<file path="config.mk">
export PLATFORM = sky130hd
export DESIGN_NAME = debug_trace_capture
export DESIGN_NICKNAME = d
export VERILOG_FILES = /design/src/rtl/debug_trace_capture.sv
export SDC_FILE = /design/constraint.sdc
export NUM_CORES = 1
export LEC_CHECK = 0
export BUFFER_PORTS_ARGS = -buffer_cell sky130_fd_sc_hd__buf_2
export CELL_PAD_IN_SITES_DETAIL_PLACEMENT = 1
export CELL_PAD_IN_SITES_GLOBAL_PLACEMENT = 2
export CORE_AREA = 3 3 244 246
export CTS_CLUSTER_DIAMETER = 200
export DETAILED_ROUTE_END_ITERATION = 12
export DIE_AREA = 0 0 247 249
export GPL_ROUTABILITY_DRIVEN = 1
export GPL_TIMING_DRIVEN = 0
export PLACE_DENSITY = 0.67
export SLEW_MARGIN = 10
export SYNTH_ARGS = -nofsm -noshare
export SYNTH_HDL_FRONTEND = slang
export SYNTH_SLANG_ARGS = --single-unit
export TNS_END_PERCENT = 50
</file>
<file path="constraint.sdc">
create_clock -name clk -period 5.7 [get_ports clk]
set_input_delay 0.855 -clock clk [delete_from_list [all_inputs] [get_ports clk]]
set_output_delay 0.855 -clock clk [all_outputs]
set_load 0.02 [all_outputs]
</file>
<file path="src/rtl/debug_trace_capture.sv">
// Debug trace probe: records probe words into a circular buffer once armed,
// freezes the buffer post_count samples after a masked-compare trigger,
// and unloads the frozen trace serially (oldest word first, LSB first).
module debug_trace_capture #(
  parameter  int WIDTH = 32,
  parameter  int DEPTH = 16,
  localparam int AW    = $clog2(DEPTH)
) (
  input  logic             clk,
  input  logic             rst,
  input  logic [WIDTH-1:0] probe,
  input  logic [WIDTH-1:0] trig_mask,
  input  logic [WIDTH-1:0] trig_value,
  input  logic [AW-1:0]    post_count,
  input  logic             arm,
  output logic             armed,
  output logic             triggered,
  output logic             done,
  output logic [AW:0]      fill,
  output logic [AW-1:0]    trig_idx,
  input  logic             ser_load,
  input  logic             ser_shift,
  output logic             tdo
);

  typedef enum logic [1:0] {
    S_IDLE  = 2'd0,
    S_ARMED = 2'd1,
    S_POST  = 2'd2,
    S_DONE  = 2'd3
  } state_t;

  localparam logic [AW:0] FULL = (AW+1)'(DEPTH);

  state_t           state_q, state_d;
  logic [AW-1:0]    wr_ptr_q, wr_ptr_d;
  logic [AW:0]      fill_q, fill_d;
  logic [AW-1:0]    trig_idx_q, trig_idx_d;
  logic [AW-1:0]    post_left_q, post_left_d;
  logic [AW-1:0]    rd_ptr_q, rd_ptr_d;
  logic [WIDTH-1:0] shreg_q, shreg_d;

  logic [WIDTH-1:0] mem [DEPTH];
  logic             wr_en;
  logic             hit;
  logic [AW:0]      fill_inc;
  logic [AW-1:0]    rd_next;

  // Next-state: capture FSM, write pointer/fill tracking, readout pointer and shift register.
  // post_count is only AW bits wide, so it can never exceed DEPTH-1; the trigger
  // sample is therefore never overwritten by post-trigger samples.
  always_comb begin
    state_d     = state_q;
    wr_ptr_d    = wr_ptr_q;
    fill_d      = fill_q;
    trig_idx_d  = trig_idx_q;
    post_left_d = post_left_q;
    rd_ptr_d    = rd_ptr_q;
    shreg_d     = shreg_q;
    wr_en       = 1'b0;

    hit      = ~|((probe ^ trig_value) & trig_mask);
    fill_inc = (fill_q == FULL) ? fill_q : fill_q + 1'b1;
    // Readout wraps modulo fill; with a full buffer this is the natural pointer wrap.
    rd_next  = (({1'b0, rd_ptr_q} + 1'b1) == fill_q) ? '0 : rd_ptr_q + 1'b1;

    if (arm) begin
      // Restart from any state; the arm-cycle probe value is not recorded.
      state_d  = S_ARMED;
      wr_ptr_d = '0;
      fill_d   = '0;
    end else begin
      case (state_q)
        S_ARMED: begin
          wr_en    = 1'b1;
          wr_ptr_d = wr_ptr_q + 1'b1;
          fill_d   = fill_inc;
          if (hit) begin
            trig_idx_d = wr_ptr_q;
            if (post_count == '0) begin
              state_d = S_DONE;
            end else begin
              state_d     = S_POST;
              post_left_d = post_count;
            end
          end
        end
        S_POST: begin
          wr_en    = 1'b1;
          wr_ptr_d = wr_ptr_q + 1'b1;
          fill_d   = fill_inc;
          if (post_left_q == AW'(1)) begin
            state_d = S_DONE;
          end else begin
            post_left_d = post_left_q - 1'b1;
          end
        end
        default: ;
      endcase
    end

    // On entry to DONE, point readout at the oldest sample.
    if (state_d == S_DONE && state_q != S_DONE) begin
      rd_ptr_d = (fill_d != FULL) ? '0 : wr_ptr_d;
    end

    // Serial unload: a valid load beats a shift in the same cycle.
    if (ser_load && !arm && state_q == S_DONE && fill_q != '0) begin
      shreg_d  = mem[rd_ptr_q];
      rd_ptr_d = rd_next;
    end else if (ser_shift) begin
      shreg_d = shreg_q >> 1;
    end
  end

  // Control and status registers with asynchronous active-low reset.
  always_ff @(posedge clk or negedge rst) begin
    if (!rst) begin
      state_q     <= S_IDLE;
      wr_ptr_q    <= '0;
      fill_q      <= '0;
      trig_idx_q  <= '0;
      post_left_q <= '0;
      rd_ptr_q    <= '0;
      shreg_q     <= '0;
    end else begin
      state_q     <= state_d;
      wr_ptr_q    <= wr_ptr_d;
      fill_q      <= fill_d;
      trig_idx_q  <= trig_idx_d;
      post_left_q <= post_left_d;
      rd_ptr_q    <= rd_ptr_d;
      shreg_q     <= shreg_d;
    end
  end

  // Trace buffer RAM; contents are intentionally not reset.
  always_ff @(posedge clk) begin
    if (wr_en) begin
      mem[wr_ptr_q] <= probe;
    end
  end

  assign armed     = (state_q == S_ARMED);
  assign triggered = (state_q == S_POST) || (state_q == S_DONE);
  assign done      = (state_q == S_DONE);
  assign fill      = fill_q;
  assign trig_idx  = trig_idx_q;
  assign tdo       = shreg_q[0];

endmodule
</file>
; ---- Word-level counts from Yosys, hierarchy flattened
; Memories as Yosys holds them, arrays and structs flattened.
; Index checks and enable logic that the tools add are counted.
[word_totals]
reg_bits = 55
in_bits = 105
ram_bits = 512
elab_cells = 68
n_memories = 1
out_inout_bits = 13
[memory_table]
columns = name, depth, width, read_ports, rd_ports_with_merged_regs, wr, line_no
row1 = mem, 16, 32, 1, 0, 1, 43  ; logic [WIDTH-1:0] mem [DEPTH];
[op_classes]
n_addsub = 5
n_bitwise = 4
reduce_logical = 15
n_eq_ne = 12
muxes = 24
[ops]
columns = op, count
row1 = 32-bit 2-to-1 mux, 2
row2 = 4-bit 2-to-1 mux, 9
row3 = 32-bit AND, 1
row4 = 32-bit OR reduction, 1
row5 = 32-bit bitwise XOR, 1
row6 = 5-bit 2-to-1 mux, 3
row7 = "4-bit by 1-bit adder with 4-bit output, second input constant", 2
row8 = "2-bit inequality test, second input constant", 4
row9 = 4-bit one-hot mux with 2 select lines, 1
row10 = "2-bit == test, second input constant", 3
row11 = 2-bit 2-to-1 mux, 3
row12 = 2-bit nonzero test, 3
row13 = "4-bit by 1-bit adder with 5-bit output, second input constant", 1
row14 = "5-bit by 1-bit adder with 5-bit output, second input constant", 1
row15 = 5-bit == test, 1
row16 = "5-bit == test, second input constant", 1
row17 = 1-bit 2-to-1 mux, 5
row18 = "5-bit inequality test, second input constant", 1
row19 = 5-bit AND reduction, 1
row20 = 5-bit nonzero test, 1
row21 = "4-bit by 1-bit == test with 1-bit output, second input constant", 1
row22 = 1-bit logical AND, 4
row23 = 4-bit logical NOT, 1
row24 = 2-bit one-hot mux with 2 select lines, 1
row25 = other kinds (7), 8

; ---- Depth between registers and ports, before layout
; Gate-level depths: netlist of run 1.
[logic_depth]
ltp_word = 10
depth_mapped = 10
mapped_depth_nobuf = 10

; ---- Worst setup path after synthesis of run 1
; OpenSTA, ideal clock, no wires.
[synth_path]
kind = input -> register
startpoint = input arm
endpoint = memory mem[11][0], enable pin
setup_ns = 0.468
setup_slack_ns = 1.514
t_arrival_ns = 3.718
cell_stages = 4
cell_sequence = buf_6 clkbuf_1 nand2b_1 nor3b_1
[synth_via]
elab_chain_cells = 3
[synth_rtl]
columns = element, line_no
row1 = from (decl), 15  ; input logic arm,
row2 = 1-bit 2-to-1 mux, 67  ; if (arm) begin
row3 = 1-bit 2-to-1 mux, 139  ; if (wr_en) begin
row4 = 1-bit 2-to-1 mux (implied by the code), 140  ; mem[wr_ptr_q] <= probe;
row5 = to (decl), 43
; No other way between the ends.

; ---- Worst setup path in the final report of run 1
[layout_path]
startpoint = input probe[7]
endpoint = register rd_ptr_q[1]
[layout_via]
elab_chain_cells = 9
[layout_rtl]
columns = element, line_no
row1 = from (decl), 11  ; input logic [WIDTH-1:0] probe,
row2 = 32-bit bitwise XOR, 62  ; hit = ~|((probe ^ trig_value) & trig_mask);
row3 = 32-bit AND, 62
row4 = 32-bit OR reduction, 62
row5 = 2-bit 2-to-1 mux, 78  ; if (hit) begin
row6 = 2-bit one-hot mux with 2 select lines, 73  ; case (state_q)
row7 = 2-bit 2-to-1 mux, 67
row8 = net state_d[0], 35  ; state_t state_q, state_d;
row9 = 2-bit == test, 103  ; if (state_d == S_DONE && state_q != S_DONE) begin
row10 = 1-bit logical AND, 103
row11 = 2-bit nonzero test (no source line), -
row12 = to (signal assigned), 132  ; rd_ptr_q <= rd_ptr_d;
row13 = to (decl), 40  ; logic [AW-1:0] rd_ptr_q, rd_ptr_d;
; The timed path passes the listed nets, and every way through them passes these cells.
; A chain may end at the register's enable or synchronous reset.

==> results by group, run 1 <==
Outcome
  – Status: completed

STA
  – Post-route clock period utilization: between 60% and 70%
  – Finish-stage setup viols: 0
  – Max Slew Vio Count: 0
  – Highest clock rate: 0.272 GHz
  – Max transition margin: 24.4%
  – Final Skew: 0.0169 ns
  – Final hold violation count: 0
  – RSZ-0062 raised after global routing: false
  – Post-layout minimum cycle time: around 3.7 ns
  – Worst-margin pin slew: between 1 and 1.5 ns

Routing
  – Mean routed wirelength per cell: 27.8 um
  – DR vias: 12900
  – Initial DRC count: roughly 1200
  – DRT Pass-1 Iters: 5
  – Detailed Route WL: 65.1 mm
  – Drt via density: 5.52
  – Antenna-violating nets left: 0
  – Residual DRC: 0

Yosys
  – Top post-synthesis cells by area: edfxtp_1 67%, mux2i_1 7.2%, mux4_2 6.3%, dfrtp_1 6.0%, nor2_1 1.5%
  – YS warnings: 0
  – Synth Flop Type: edfxtp_1
  – Largest family of logic cells by synthesized area: multiplexers
  – Ys async rst share: 9.70%
  – Post-synth top area cell: edfxtp_1
  – Mapped cell area: 23000 um^2
  – XOR/XNOR Fraction of Synth Area: 1.60%
  – Adder-cell share of the synthesized area: 0.707%
  – Synth Area in Compound Gates: 5.77%
  – Syn avg cell area: 17.3 um^2
  – Top-area cell type share of the netlist area: about 67%
  – Cell variety after synth: 46
  – Cell count after synthesis: 1329
  – Synth Register Bits: 567
  – Mapped Nets: roughly 1400
  – Register area share after synthesis: 72.8%
  – Mux share of post-synthesis cell area: between 10 and 15%
  – Post-synth EDFFs: 512
  – Simple-gate share of the synthesized area: 3.76%

Worst setup path
  – Crit-path max FO: 17
  – Worst r2r dst: shreg_q[3]
  – Crit-path max cell delay: 0.71 ns
  – Crit path kind: in -> reg
  – Worst Path Arrival: approximately 4.2 ns
  – Cells along the critical path: buf_2 -> xor2_1 -> a22oi_1 -> nand4_1 -> nor4_4 -> mux2i_1 -> a211o_1 -> a31oi_4 -> mux2_4
  – Worst r2r path cells: 8
  – Crit. End Element: flip-flop
  – Worst EP required: about 6.2 ns
  – Worst path slowest cell: nor4_4
  – Flop2flop setup slack: 2.43 ns
  – Critical path launch point type: input pin
  – Worst reg2reg startpoint: fill[0]

Clocking
  – Post-CTS Setup Inserts: 0
  – Clk_lat worst skew: between 0.6 and 0.7 ns
  – Clock transition at path regs: 0.06 ns
  – H-tree levels: 2
  – Clock sink count: about 570
  – Cts hold-fix bufs: 0
  – TritonCTS clock tree: done
  – CTS resizes: 0
  – Root Driver: clkbuf_16
  – Clock Tree Buf Depth: 3
  – Number of CTS-inserted buffers: 59

Power and ir drop
  – Combinational power share: a little over an eighth
  – Switching share of power: 24.9%
  – Lkg Pwr: 0.00970 uW
  – Seq pwr share: 47.2%
  – Peak supply drop: 0.222 mV
  – Pwr/cell area: approximately 370 nW/um^2
  – Switching power: approximately 2500 uW
  – Pint: 7610 uW
  – Clock power frac: 39.4%

Die
  – Total die area: slightly above 60000 um^2
  – Starting Density: 39.9%
  – I/O Pins: between 100 and 150
  – Die Span Y: between 200 and 250 um
  – Die width: 247 um
  – # rows: around 90
  – CORE AREA: approximately 58000 um^2

Global route
  – Total global-route track usage: 21.3%
  – Vias in the first global route: 13700
  – First-pass GRT wire length: between 90 and 100 mm
  – Largest net degree at the start of global routing: 48
  – GRT Residual Overflow: 0
  – Initial antenna violation count: 2

Placed design
  – Placement Cell Area: 25100 um^2
  – PortBufs: ~120
  – DP HPWL: between 40 and 50 mm
  – Global placer's final weighted congestion: 0.756

Final layout
  – Number of diodes: 0
  – Post-route cell area: 27100 um^2
  – Area Growth Syn to Fin: 18.0%
  – Final net count: approximately 1700
  – Share of cells above drive strength 1: about a fifth
  – Utilization after layout: 47.1%

Hold path
  – Tightest Hold Check Type: in -> async

Run
  – # Max-Cap Violations: 0
-- worst max-delay path by stage --
stage / from / slack (ns) / end
2_1_floorplan: arm / 1.51 / mem[11][0]
3_5_place_dp: probe[7] / 1.30 / rd_ptr_q[1]
6_report: probe[7] / 2.03 / rd_ptr_q[1]
3_3_place_gp: arm / -1.99 / mem[11][1]
5_1_grt: probe[7] / 1.88 / rd_ptr_q[1]
4_1_cts: probe[7] / 1.95 / rd_ptr_q[1]
-- layer usage --
| layer | up-vias | wire length (um) | GRT usage [%] |
|---|---|---|---|
| met5 | - | 0 | 0 |
| met4 | 0 | 1410 | 5.43 |
| met3 | 90 | 3150 | 2.72 |
| met2 | 366 | 32200 | 35.9 |
| met1 | 6781 | 28300 | 29.4 |
| li1 | 5694 | - | - |
-- sequential cells by signal, summed over array words and instances (netlist names) --
register     count
rd_ptr_q         4
trig_idx         4
wr_ptr_q         4
mem            512
shreg_q         32
fill             5
post_left_q      4
state_q          2
-- power groups by stage --
stage,clock network [uW],registers (uW),logic [uW]
6_report,3990,4780,1360
5_1_grt,4250,4800,1480
4_1_cts,4060,4780,1390
3_5_place_dp,0,4870,1390
3_3_place_gp,0,4880,1310
2_1_floorplan,0,4860,825
-- area by class of cell --
cell class                 instances  area [um^2]
buffer                            71          323
clock inverter                    34          415
inverter                          16         60.1
tap                              765          957
sequential                       567        16800
multi-input combinational        675         5970
fill                            5475        30500
clock buffer                      73         1570
timing repair buffer             143         1080
-- logic make-up after synthesis --
logic type,after synthesis
AO/OA/AOI/OAI,209
XOR/XNOR,42
adder cells (fa/ha/maj),13
AND/OR/NAND/NOR,178
multiplexers,233
flip-flops,567
buffers and inverters,87
-- synth_stat cells, types with 3 or more instances --
library cell  number
mux4_2            64
a22oi_1           18
edfxtp_1         512
xnor2_1            4
xor2_1            38
dfrtp_1           55
or3_1             34
nand2_1           10
buf_2             17
mux2i_1          166
buf_1             12
o221ai_1          32
nand3b_1           3
nor2b_1            7
o22ai_1           32
inv_1             15
nand2b_1           8
ha_1              13
nor2_1            94
clkbuf_1          38
o21ai_0           70
nand4_1            6
a21oi_1           40
o31ai_1            3
nand3_1            6
-- metrics by stage --
stage / TNS [ns] / cells / total power, uW / hold WS [ns] / setup slack (ns)
global route: 0 / 2344 / 10500 / 0.0519 / 1.88
global placement: -119.64 / 2209 / 6190 / 0.463 / -1.99
finish: 0 / 2344 / 10100 / 0.0729 / 2.03
detailed placement: 0 / 2237 / 6260 / 0.488 / 1.30
floorplan: 0 / 1329 / 5680 / 0.482 / 1.51
CTS: 0 / 2344 / 10200 / 0.0382 / 1.95
-- critical path: cells and delay by family --
| kind | cells | cell delay (ns) |
|---|---|---|
| compound gates | 3 | 1.26 |
| buf+inv | 1 | 0.28 |
| simple gates | 2 | 1.10 |
| mux | 2 | 0.50 |
| xor+xnor | 1 | 0.16 |
-- placed cells by master, fill, tap and decap left out, types with 15 or more instances in the layout --
cell type  synthesis  layout
a21oi_1           40      40
a22oi_1           18      18
buf_2             17     131
clkbuf_1          38      48
clkbuf_16          0      59
dfrtp_1           55      55
edfxtp_1         512     512
inv_1             15      15
mux2i_1          166     166
mux4_2            64      64
nor2_1            94      81
o21ai_0           70      70
o221ai_1          32      32
o22ai_1           32      32
or3_1             34      34
xor2_1            38      38
(Power assumes the default switching activity.)
==> run 2, diff against run 1 <==
==> constraint.sdc (replaced) <==
create_clock -name clk -period 3.8 [get_ports clk]
set_input_delay 0.57 -clock clk [delete_from_list [all_inputs] [get_ports clk]]
set_output_delay 0.57 -clock clk [all_outputs]
set_load 0.02 [all_outputs]
==> run 2 against run 1 <==
Against the previous run:
- clock-buffer cell count is 10 higher
- routed wire length is 0.70% higher
- first-iteration DRC count is 21% lower
- largest cell class unchanged
- global-route usage is 0.24 points higher
- power is 49% higher
- utilization is 0.080 points higher
- largest power group unchanged
- register-to-register slack worse by 2.0 ns
==> results by group, run 2 (synthesis gave the netlist of run 1 again) <==
STA
  – Highest clock rate: 0.290 GHz
  – Final Skew: 0.0150 ns
  – Post-route clock period utilization: 90.9%
  – RSZ-0062 raised after global routing: false
  – Max transition margin: 26.5%
  – Max Slew Vio Count: 0
  – Post-layout minimum cycle time: around 3.5 ns
  – Finish-stage setup viols: 0
  – Final hold violation count: 0
  – Worst-margin pin slew: approximately 1.1 ns

Clocking
  – TritonCTS clock tree: done
  – Number of CTS-inserted buffers: 58
  – Clock transition at path regs: approximately 0.06 ns
  – Clk_lat worst skew: 0.62 ns
  – Clock Tree Buf Depth: 3
  – H-tree levels: 2
  – Root Driver: clkbuf_16
  – Clock sink count: 567

Die
  – CORE AREA: 57600 um^2
  – Die width: 247 um
  – Total die area: 61500 um^2
  – Die Span Y: 249 um
  – Starting Density: 39.9%
  – # rows: 88
  – I/O Pins: between 100 and 150

Placed design
  – Dpl cells: 2236
  – DP HPWL: 43.9 mm
  – Global placer's final weighted congestion: 0.721
  – Placement Cell Area: around 25000 um^2
  – PortBufs: roughly 120

Global route
  – First-pass GRT wire length: around 96 mm
  – Vias in the first global route: roughly 14000
  – Initial antenna violation count: 2
  – Largest net degree at the start of global routing: 49
  – GRT Residual Overflow: 0
  – Total global-route track usage: a little over a fifth

Worst setup path
  – Cells along the critical path: buf_2 -> xor2_1 -> a22oi_1 -> nand4_1 -> nor4_4 -> mux2i_1 -> a211o_1 -> a31oi_4 -> mux2_4
  – Critical path launch point type: input pin
  – Worst EP required: between 4 and 5 ns
  – Worst Path Arrival: 3.95 ns
  – Crit-path max cell delay: 0.80 ns
  – Crit. End Element: flip-flop
  – Crit-path max FO: 17
  – Crit path kind: in -> reg
  – Worst path slowest cell: nor4_4

Final layout
  – Max reg flops: about 500
  – Commonest cells after routing, fill and taps aside: 512 x edfxtp_1, 166 x mux2i_1, 131 x buf_2
  – Final net count: roughly 1700
  – Fill cell total of the finished layout: approximately 5500
  – Post-route insts no fill: 2347
  – Number of diodes: 0
  – Most common cell after layout, fill and taps aside: edfxtp_1
  – Post-route cell area: roughly 27000 um^2
  – Area Growth Syn to Fin: 18.2%
  – Share of cells above drive strength 1: between 20% and 30%
  – Top reg by flops: mem

Routing
  – Detailed Route WL: 65.5 mm
  – Drt via density: roughly 5.5
  – Antenna-violating nets left: 0
  – Residual DRC: 0
  – DRT Pass-1 Iters: 5
  – Initial DRC count: 934
  – DR vias: 12900
  – Mean routed wirelength per cell: 27.9 um

Outcome
  – Status: completed

Hold path
  – Tightest Hold Check Type: in -> reg

Power and ir drop
  – Lkg Pwr: 0.00972 uW
  – Pwr/cell area: 557 nW/um^2
  – Peak supply drop: 0.346 mV

Run
  – # Max-Cap Violations: 0
run 2: power breakdown:
part / switching (uW) / internal (uW) / total [uW]
Combinational: 1290 / 767 / 2050
Clock: 2410 / 3490 / 5900
Sequential: 101 / 7070 / 7170
run 2: layer usage:
| metal | global-route usage [%] | vias up | routed length (um) | share of wire, % |
|---|---|---|---|---|
| met5 | 0 | - | 0 | 0 |
| met4 | 5.30 | 0 | 1340 | 2.0 |
| met3 | 3.71 | 82 | 3470 | 5.3 |
| met2 | 36.6 | 357 | 32800 | 50 |
| met1 | 28.9 | 6725 | 27900 | 43 |
| li1 | - | 5706 | - | - |
run 2: worst max-delay path, delay by kind of cell:
family | cells | cell delay (ns)
buffers and inverters | 1 | 0.31
muxes | 2 | 0.50
and+or+nand+nor | 2 | 1.07
AOI/OAI and AO/OA | 3 | 1.37
xor gates and xnor gates | 1 | 0.12
run 2: per-stage QoR:
step                      hold slack, ns  setup TNS [ns]  utilization (%)  setup slack [ns]  total power [uW]
after global placement             0.464         -594.81             42.6             -3.32              9270
after detailed placement           0.416           -1.48             43.7            -0.417              9380
final                              0.190               0             47.2             0.346             15100
after floorplan                    0.274           -2.44                -           -0.0762              8530
after CTS                          0.169               0             47.2             0.212             15300
after global routing               0.194               0             47.2            0.0837             15700
run 2: cell type report:
| cell class | instances | area, um^2 | area share [%] |
|---|---|---|---|
| flip-flops and latches | 567 | 16800 | 61.6 |
| clock buffers | 83 | 1650 | 6.06 |
| clock inverters | 27 | 325 | 1.20 |
| repair buffers | 143 | 1130 | 4.16 |
| multi-input cells | 675 | 5980 | 22.0 |
| well taps | 765 | 957 | 3.52 |
| plain buffers | 71 | 325 | 1.20 |
| inverters | 16 | 60.1 | 0.221 |
run 2: path summary, 6_finish.rpt:
check                       startpoint        endpoint  slack (ns)  depth (start not counted)
setup reg to reg               fill[0]     rd_ptr_q[3]        0.45                          9
min in group asynchronous          rst  post_left_q[1]        0.32                          2
hold / removal                     arm         fill[1]        0.19                          2
setup / recovery             probe[16]     rd_ptr_q[1]        0.35                          9
hold reg to reg            trig_idx[1]     trig_idx[1]        0.48                          2
max in group asynchronous          rst     shreg_q[29]        2.94                          3
run 2: timing repair:
item / 4_1_cts / 5_1_grt
hold endpoints to repair: 7 / 0
hold buffers: 1 / 0
endpoints found under the setup margin: 0 / 1
gates resized for setup: 0 / 1
buffers inserted: 0 / 0
==> run 3, diff against run 2 <==
--- a/config.mk
+++ b/config.mk
@@ -5,16 +5,17 @@
 export SDC_FILE = /design/constraint.sdc
 export NUM_CORES = 1
 export LEC_CHECK = 0
+export ABC_AREA = 1
 export BUFFER_PORTS_ARGS = -buffer_cell sky130_fd_sc_hd__buf_2
 export CELL_PAD_IN_SITES_DETAIL_PLACEMENT = 1
 export CELL_PAD_IN_SITES_GLOBAL_PLACEMENT = 2
-export CORE_AREA = 3 3 244 246
+export CORE_AREA = 3 3 248 250
 export CTS_CLUSTER_DIAMETER = 200
 export DETAILED_ROUTE_END_ITERATION = 12
-export DIE_AREA = 0 0 247 249
+export DIE_AREA = 0 0 251 253
 export GPL_ROUTABILITY_DRIVEN = 1
 export GPL_TIMING_DRIVEN = 0
-export PLACE_DENSITY = 0.67
+export PLACE_DENSITY = 0.73
 export SLEW_MARGIN = 10
 export SYNTH_ARGS = -nofsm -noshare
 export SYNTH_HDL_FRONTEND = slang
==> run 3 against run 2 <==
Against the previous run:
- sequential share of layout area is 1.1 points lower
- hold slack worse by 0.18 ns
- power is 3.4% higher
- non-clock buffer count up 33
- clock-buffer cell count decreased by 11
- routed wire length grew 19%
- register-to-register slack better by 0.22 ns
- sequential power rose by 4.0%
- synthesized cell count increased by 52%
- flip-flop and latch count is the same
- highest routed layer unchanged
==> results by group, run 3 <==
STA
  – Post-route clock period utilization: just over 80%
  – Max transition margin: 35.2%
  – Sum of negative setup slack: 0 ns
  – RSZ-0062 raised after global routing: false
  – Post-layout minimum cycle time: 3.13 ns
  – Final Skew: 0.0299 ns
  – Max Slew Vio Count: 0
  – Final hold violation count: 0
  – Highest clock rate: 0.319 GHz
  – Finish-stage setup viols: 0
  – Worst-margin pin slew: 0.973 ns

Power and ir drop
  – Lkg Pwr: 0.0104 uW
  – Pwr Total: 15600 uW
  – Peak supply drop: about 0.40 mV
  – Pwr/cell area: 565 nW/um^2

Worst setup path
  – Worst r2r path cells: 7
  – Crit. End Element: flip-flop
  – Worst EP required: 4.10 ns
  – Crit-path max cell delay: 0.71 ns
  – Flop2flop setup slack: between 0.6 and 0.7 ns
  – Worst path slowest cell: nor2_4
  – Critical path launch point type: flip-flop
  – Worst r2r dst: mem[11][8]
  – Crit-path max FO: 18
  – Worst reg2reg startpoint: state_q[0]
  – Worst Path Arrival: 3.43 ns
  – Cells along the critical path: inv_1 -> ha_1 -> clkbuf_1 -> nor2_1 -> nand2_1 -> nor2_4 -> buf_12
  – Crit path kind: reg -> reg

Clocking
  – Clock sink count: 567
  – H-tree levels: 2
  – CTS resizes: 0
  – Cts hold-fix bufs: 0
  – TritonCTS clock tree: done
  – Clk_lat worst skew: 0.63 ns
  – Post-CTS Setup Inserts: 0
  – Number of CTS-inserted buffers: 60
  – Clock Tree Buf Depth: 3
  – Clock transition at path regs: 0.06 ns
  – Root Driver: clkbuf_16

Routing
  – Detailed Route WL: ~78 mm
  – Residual DRC: 0
  – DRT Pass-1 Iters: 5
  – Drt via density: 5.53
  – Initial DRC count: 1616
  – DR vias: 16800
  – Mean routed wirelength per cell: between 20 and 30 um
  – Antenna-violating nets left: 0

Final layout
  – Commonest cells after routing, fill and taps aside: 555 x nand2_1, 512 x edfxtp_1, 170 x buf_2
  – Top reg by flops: mem
  – Most common cell after layout, fill and taps aside: nand2_1
  – Fill cell total of the finished layout: about 6300
  – Share of cells above drive strength 1: 14.1%
  – Max reg flops: 512
  – Final net count: 2337
  – Area Growth Syn to Fin: 16.8%
  – Post-route insts no fill: between 3000 and 4000
  – Number of diodes: 0

Global route
  – Largest net degree at the start of global routing: 56
  – GRT Residual Overflow: 0
  – Vias in the first global route: ~17000
  – Initial antenna violation count: 1
  – First-pass GRT wire length: 113 mm
  – Total global-route track usage: 24.5%

Placed design
  – Global placer's final weighted congestion: 0.815
  – DP HPWL: 54.6 mm
  – Dpl cells: 2930
  – PortBufs: 117

Die
  – Die width: roughly 250 um
  – I/O Pins: 118
  – Starting Density: 40.0%
  – CORE AREA: 59200 um^2
  – Total die area: around 64000 um^2
  – # rows: 89
  – Die Span Y: 253 um

Yosys
  – Mapped Nets: ~2100
  – Ys async rst share: 9.70%
  – Cell count after synthesis: 2024
  – Post-synth top cells: 555 x nand2_1, 512 x edfxtp_1, 169 x nor2_1
  – YS warnings: 0
  – Top-area cell type share of the netlist area: 64.9%
  – Register area share after synthesis: between 70% and 80%
  – Post-synth top area cell: edfxtp_1
  – Cell variety after synth: 37
  – Syn avg cell area: 11.7 um^2
  – Synth Register Bits: between 500 and 600
  – Count leader, synth: nand2_1
  – Mapped cell area: about 24000 um^2
  – Synth Flop Type: edfxtp_1
  – Top post-synthesis cells by area: edfxtp_1 65%, nand2_1 8.8%, dfrtp_1 5.8%, o21ai_0 2.7%, nor2_1 2.7%
  – Post-synth EDFFs: 512

Hold path
  – Tightest Hold Check Type: in -> async

Outcome
  – Status: completed

Run
  – # Max-Cap Violations: 0
run 3: changes by cell type after synthesis, sizes merged, moves of 34 or more:
| cell | previous run | this run |
|---|---|---|
| a211oi | 2 | 65 |
| buf | 31 | 73 |
| inv | 15 | 98 |
| mux2i | 166 | 0 |
| mux4 | 64 | 0 |
| nand2 | 10 | 558 |
| nand3 | 6 | 62 |
| nor2 | 94 | 172 |
| o21ai | 70 | 163 |
| or3 | 34 | 0 |
run 3: cell type report:
type	instances	area [um^2]	share of cell area (%)
multi-input cells	1245	6090	22.0
flip-flops and latches	567	16800	60.5
clock inverters	37	355	1.28
inverters	98	370	1.34
well taps	773	967	3.50
plain buffers	114	603	2.18
clock buffers	72	1550	5.59
repair buffers	133	983	3.55
run 3: layer usage:
| layer | share of wire (%) | track usage, % | up-vias |
|---|---|---|---|
| met1 | 46 | 35.8 | 8578 |
| met5 | 0 | 0 | - |
| met4 | 2.0 | 5.34 | 0 |
| met2 | 45 | 38.6 | 544 |
| li1 | - | - | 7595 |
| met3 | 7.1 | 4.16 | 84 |
run 3: power by group:
part	total [uW]	internal [uW]	switching, uW
Combinational	2390	666	1720
Clock	5800	3350	2450
Sequential	7460	7280	178
run 3: critical path, delay by kind of cell (launching register included):
kind	cells	cell delay (ns)
flip-flops	1	0.40
buffers and inverters	3	0.62
adder cells (fa/ha/maj)	1	0.33
AND/OR/NAND/NOR	3	1.44
run 3: cells by family (layout without fill, tap and decap cells):
kind of cell / count (synthesis) / count (layout) / synth area share (%)
simple gates: 808 / 808 / 13.5
buf+inv: 212 / 454 / 4.11
fa+ha+maj: 13 / 13 / 0.686
xor+xnor: 6 / 6 / 0.222
compound gates: 418 / 418 / 10.8
flops: 567 / 567 / 70.7
run 3: worst max path at each step:
stage               startpoint           to  slack [ns]
global route        state_q[0]   mem[11][4]        0.46
finish              state_q[0]   mem[11][8]        0.67
detailed placement  state_q[0]  mem[11][22]        0.67
CTS                 state_q[0]   mem[11][4]        0.65
global placement    state_q[0]   mem[8][22]       -1.33
floorplan           state_q[0]   mem[11][0]        0.71
run 3: through the flow:
step | util, % | cell area (um^2) | hold WS (ns) | worst slack [ns]
after floorplan | - | 23700 | 0.274 | 0.712
after global placement | 42.6 | 25300 | 0.484 | -1.33
after CTS | 46.7 | 27700 | 0.0262 | 0.652
final | 46.7 | 27700 | 0.0119 | 0.670
after detailed placement | 43.5 | 25800 | 0.492 | 0.671
after global routing | 46.7 | 27700 | 0.0534 | 0.458
